## src/rtl/mem_copier.sv

```systemverilog
// Word-granular memory-to-memory copier: alternates one READ and one WRITE cycle per
// 32-bit word, ascending addresses, and accumulates a mod-2^32 checksum of the data moved.
module mem_copier #(
  parameter int CNT_W = 16
) (
  input  logic             clk,
  input  logic             reset,
  input  logic             start,
  input  logic [31:0]      src_addr,
  input  logic [31:0]      dst_addr,
  input  logic [CNT_W-1:0] word_count,
  output logic             busy,
  output logic             done,
  output logic [31:0]      checksum,
  output logic             mem_we,
  output logic [31:0]      mem_addr,
  output logic [31:0]      mem_wd,
  input  logic [31:0]      mem_rd
);

  typedef enum logic [1:0] {IDLE, READ, WRITE, DONE} state_t;

  state_t           state_q, state_d;
  logic [31:0]      src_ptr_q, src_ptr_d;
  logic [31:0]      dst_ptr_q, dst_ptr_d;
  logic [CNT_W-1:0] remaining_q, remaining_d;
  logic [31:0]      data_q, data_d;
  logic [31:0]      checksum_q, checksum_d;

  always_ff @(posedge clk) begin
    if (reset) begin
      state_q     <= IDLE;
      src_ptr_q   <= '0;
      dst_ptr_q   <= '0;
      remaining_q <= '0;
      data_q      <= '0;
      checksum_q  <= '0;
    end else begin
      state_q     <= state_d;
      src_ptr_q   <= src_ptr_d;
      dst_ptr_q   <= dst_ptr_d;
      remaining_q <= remaining_d;
      data_q      <= data_d;
      checksum_q  <= checksum_d;
    end
  end

  always_comb begin
    state_d     = state_q;
    src_ptr_d   = src_ptr_q;
    dst_ptr_d   = dst_ptr_q;
    remaining_d = remaining_q;
    data_d      = data_q;
    checksum_d  = checksum_q;
    busy        = 1'b0;
    done        = 1'b0;
    mem_we      = 1'b0;
    mem_addr    = '0;
    mem_wd      = '0;

    unique case (state_q)
      IDLE: begin
        if (start) begin
          src_ptr_d   = {src_addr[31:2], 2'b00};
          dst_ptr_d   = {dst_addr[31:2], 2'b00};
          remaining_d = word_count;
          checksum_d  = '0;
          state_d     = (word_count != '0) ? READ : DONE;
        end
      end
      READ: begin
        busy       = 1'b1;
        mem_addr   = src_ptr_q;
        data_d     = mem_rd;
        checksum_d = checksum_q + mem_rd;
        state_d    = WRITE;
      end
      WRITE: begin
        busy        = 1'b1;
        mem_addr    = dst_ptr_q;
        mem_wd      = data_q;
        // Gate the strobe with reset so an abandoned copy never lands its in-flight word.
        mem_we      = !reset;
        src_ptr_d   = src_ptr_q + 32'd4;
        dst_ptr_d   = dst_ptr_q + 32'd4;
        remaining_d = remaining_q - CNT_W'(1);
        state_d     = (remaining_q == CNT_W'(1)) ? DONE : READ;
      end
      DONE: begin
        done    = 1'b1;
        state_d = IDLE;
      end
      default: state_d = IDLE;
    endcase
  end

  assign checksum = checksum_q;

endmodule

```

## config.mk

```make
export PLATFORM = sky130hd
export DESIGN_NAME = mem_copier
export DESIGN_NICKNAME = d
export VERILOG_FILES = /design/src/rtl/mem_copier.sv
export SDC_FILE = /design/constraint.sdc
export NUM_CORES = 1
export LEC_CHECK = 0
export ABC_AREA = 1
export BUFFER_PORTS_ARGS = -buffer_cell sky130_fd_sc_hd__buf_2
export CAP_MARGIN = 20
export CORE_UTILIZATION = 35
export DETAILED_ROUTE_END_ITERATION = 16
export PLACE_DENSITY = 0.63
export SLEW_MARGIN = 20
export SYNTH_ARGS = -nofsm -noshare
export SYNTH_HDL_FRONTEND = slang
export SYNTH_SLANG_ARGS = --single-unit
```

## constraint.sdc

```tcl
create_clock -name clk -period 3 [get_ports clk]
set_input_delay 0.6 -clock clk [delete_from_list [all_inputs] [get_ports clk]]
set_output_delay 0.6 -clock clk [all_outputs]
set_load 0.005 [all_outputs]
```

After elaboration in Yosys (flattened, before gate mapping)
Cells that the tools add are included.

Register bits after elaboration: 146. Logic and storage cells: 40. Input port bits: 115. Output and inout port bits: 99.

Reductions and logical operators: 8. Eq/ne operators: 5. $add $sub $neg: 4. Multiplexer cells: 17.

Operator list (count): 32-bit one-hot mux with 2 select lines (4); 32-bit two-way mux (4); 32-bit by 3-bit adder with 32-bit output (second input constant) (2); 32-bit adder (1); 16-bit one-hot mux with 2 select lines (1); 16-bit by 1-bit == test with 1-bit output (second input constant) (1); 16-bit two-way mux (1); 16-bit nonzero test (1); 16-bit by 1-bit subtractor with 16-bit output (second input constant) (1); 2-bit one-hot mux with 4 select lines (1); 2-bit two-way mux (3); 2-bit == test (second input constant) (2); 2-bit AND reduction (2); 2-bit nonzero test (2); 1-bit two-way mux (3); 2-bit by 1-bit == test with 1-bit output (second input constant) (1); 2-bit zero test (1); 2-bit inequality test (second input constant) (1); 2-bit OR reduction (1); 1-bit zero test (1).

Longest topological paths before layout
Depth after elaboration: 4. Depth in mapped cells: 14. Mapped depth without buffers: 14.

Least setup slack after synthesis
No wires, ideal clock.

Path kind: register to output. Start point: register state_q[0]. End point: output mem_wd[10]. Required time: 2400 ps. Path slack: 842 ps. Arrival: 1558 ps. Stages on the path, launching flop included: 9. Buffers on the path: 4. Cell sequence: dfxtp_1 -> inv_1 -> ha_1 -> buf_2 -> buf_2 -> buf_1 -> buf_1 -> nand2_1 -> inv_1.

Word-level cells in the longest chain between the ends: 2.

Ends and longest elaborated chain: start: declaration (line 23) `state_t state_q, state_d;`; start signal: assignment (line 39) `state_q <= state_d;`; 2-bit == test (line 61) `unique case (state_q)`; 32-bit two-way mux (line 61); end: declaration (line 17) `output logic [31:0] mem_wd,`.

No other way between the ends.

Worst setup path after layout
Start point: register state_q[0]. End point: output mem_addr[2].

Word-level cells in the longest chain between the ends: 2. Elaborated cells between the ends (all ways): 3. Classes of those cells: eq/ne (2); mux (1).

Ends and longest elaborated chain: 2-bit == test / 2-bit by 1-bit == test with 1-bit output (equally long branches) (line 61); 32-bit one-hot mux with 2 select lines (*) (line 61); end: declaration (line 16) `output logic [31:0] mem_addr,`.

Mark *: on every way between the ends. The rest lies on a longest branch, timed or not.

==> impl_results.md <==
- Dpl cell area: 11,800 um2
- Clock skew: 0.00836 ns
- Clk_lat worst skew: 0.43 ns
- Flops & latches, synth: 142
- Clock Sink Count: 142
- # IOs: 214
- PD cells: 498 nW/um2
- Finished Cell Area: 12,500 um2
- Via count: 11,700
- DRT iter0 DRCs: 852
- Largest area contributor in the netlist: dfxtp_1
- Post-DP HPWL: 26.0 mm
- Global-route wire length before repair: 57.1 mm
- Unrepaired setup endpoints after global routing: no
- Clk Tree Root Cell: clkbuf_16
- Initial core utilization: 0.359
- GP Congestion: 0.921
- Critical Path AT: 2.26 ns
- Via/cell ratio: 4.99
- Area contributors post-synth: dfxtp_1, nand2_1, inv_1
- Max_cap viols: 0
- Worst Setup Path Type: reg2out
- Post-Synth Simple-Gate Area: 0.387
- Cts bufs inserted: 17
- Max FO, Critical Path: 20
- CTS tree: done
- Final WL: 34.9 mm
- Yosys warning total: 0
- Crit. End Element: primary output
- Core box area: 29,000 um2
- RR Startpoint: state_q[1]
- Vias in the first global route: 11,000
- Data required, critical path: 2.40 ns
- Die Ht: 174 um
- Most frequent cells in the layout: nand2_1, inv_1, nor2_1
- Share of cells above drive strength 1: 0.153
- Worst hold path stage count: 3
- Slew of the pin with the lowest slew margin: 0.660 ns
- Seq/Total Area, Yosys: 0.273
- Clk pin slew, worst setup/hold paths: 0.06 ns
- LEAKAGE: 6.16 nW
- Post-route DRC: 0
- 1st-pass router iterations: 5
- Peak supply drop: 0.385 mV
- Cells after Synth: 1,785
- Syn Area/Cell: 5.83 um2
- Post-synthesis compound-gate area fraction: 0.173
- CTS Buffer Depth: 2
- Nets: 2,106
- Final antenna-violating net count: 0
- Max Slew Vio Count: 0
- Pin count of the biggest net entering global routing: 89
- Cell Area, Synth: 10,400 um2
- Min Tclk post-route: 2.86 ns
- Status: finished clean
- Leading cell type in the layout, fill and taps excluded: nand2_1
- FF+latch area: 2840 um2
- Layout filler cell count: 3,222
- Worst Setup SP: state_q[0]
- Final Setup Violations: 0
- Hold_buf cts: 0
- H-tree depth: 4
- Die ar.: 30,400 um2
- Period utilization: 0.953
- Width of the die: 174 um
- Core Rows: 62
- Max Fclk: 350 MHz
- Rel. slew slack: 0.559
- DR WL/cell: 14.9 um
- FF-to-FF path depth: 7
- All-layer global routing usage: 0.232
- CP Launch Type: register
- PortBufs: 207
- Hold Path Class: in2reg
- HP Start: mem_rd[18]
- Xor and xnor area share after synthesis: 0.00841
- Setup TNS: 0 ns
- Grt ovf: 0
- Adder-cell share of the synthesized area: 0.0488
- Yosys cell types: 47
- Largest family of logic cells by synthesized area: simple AND/OR/NAND/NOR gates
- Initial antenna violation count: 0
- Final Hold Violating Endpoints: 0
- Area of the multi-input gates: 6450 um2
- Post-synth top area share: 0.273
- Mux cell area share after synthesis: 0
- Syn-to-layout area delta: 19.9%
-- logic make-up after synthesis --
kind of cell    Yosys count
compound gates          332
xor+xnor                 10
fa+ha+maj                40
buf+inv                 300
flops                   142
other cells               1
simple gates            960
-- metrics by stage --
step | total power, W | setup WS (ns) | hold slack (ns) | instances | utilization
floorplan | 0.00330 | 0.842 | 0.444 | 1786 | -
global placement | 0.00381 | 0.493 | 0.454 | 2316 | 0.408
detailed placement | 0.00383 | 0.491 | 0.463 | 2316 | 0.408
CTS | 0.00624 | 0.162 | 0.405 | 2347 | 0.430
global route | 0.00658 | 0.0154 | 0.419 | 2347 | 0.430
finish | 0.00622 | 0.142 | 0.417 | 2348 | 0.430
-- power by group --
part           internal, W  switching (W)  total (W)  leakage, nW
Combinational     0.000527       0.000977    0.00150         4.68
Clock              0.00151       0.000888    0.00240        0.312
Sequential         0.00209       0.000225    0.00232         1.17
-- layer usage --
layer	share of wire	GRT usage	vias up
li1	-	-	6038
met5	0	0	-
met4	0.034	0.101	0
met2	0.41	0.343	344
met3	0.055	0.0317	65
met1	0.50	0.334	5278
-- critical path, stage by stage, from the launching register on --
cell and delay, ns:
dfxtp_1 0.41, inv_1 0.12, ha_1 0.37, clkinvlp_4 0.34, a21oi_1 0.42, buf_2 0.19
-- sequential cells by signal, indices dropped and copies added (netlist names) --
| register | count |
|---|---|
| checksum | 32 |
| data_q | 32 |
| dst_ptr_q | 30 |
| remaining_q | 16 |
| src_ptr_q | 30 |
| state_q | 2 |
-- area by class of cell --
class | count | share of cell area
clock buffer | 20 | 0.0366
sequential | 142 | 0.228
inverter | 222 | 0.0673
timing repair buffer | 224 | 0.0985
multi-input combinational | 1344 | 0.516
antenna | 1 | 0.000200
tap | 384 | 0.0385
clock inverter | 11 | 0.0151
-- cells in the mapped netlist (all sizes together) --
cell type,number
or3,1
and2,2
a211oi,5
nand3b,12
a221oi,2
inv,222
a31o,1
conb,1
nor4,4
a2bb2oi,2
a21o,4
o21ai,122
clkbuf,54
a21oi,155
fa,1
o21a,3
o221a,1
o31ai,3
o41ai,1
xor2,6
nor3,21
o211ai,11
buf,24
dfxtp,142
nand4,19
o22ai,2
a41oi,4
nand3,101
o21bai,5
ha,39
or2,17
xnor2,4
nor2,227
nand2,556
a31oi,11
-- worst paths after layout --
kind	endpoint	slack, ns
max	mem_addr[2]	0.14
min	data_q[18]	0.42
max reg2reg	checksum[18]	0.49
min reg2reg	remaining_q[2]	0.48
-- timing repair --
item                       CTS  global route
resized for setup            0             3
buffers inserted             0             0
setup endpoints to repair    0            37
Power figures use the tool's default switching activity.
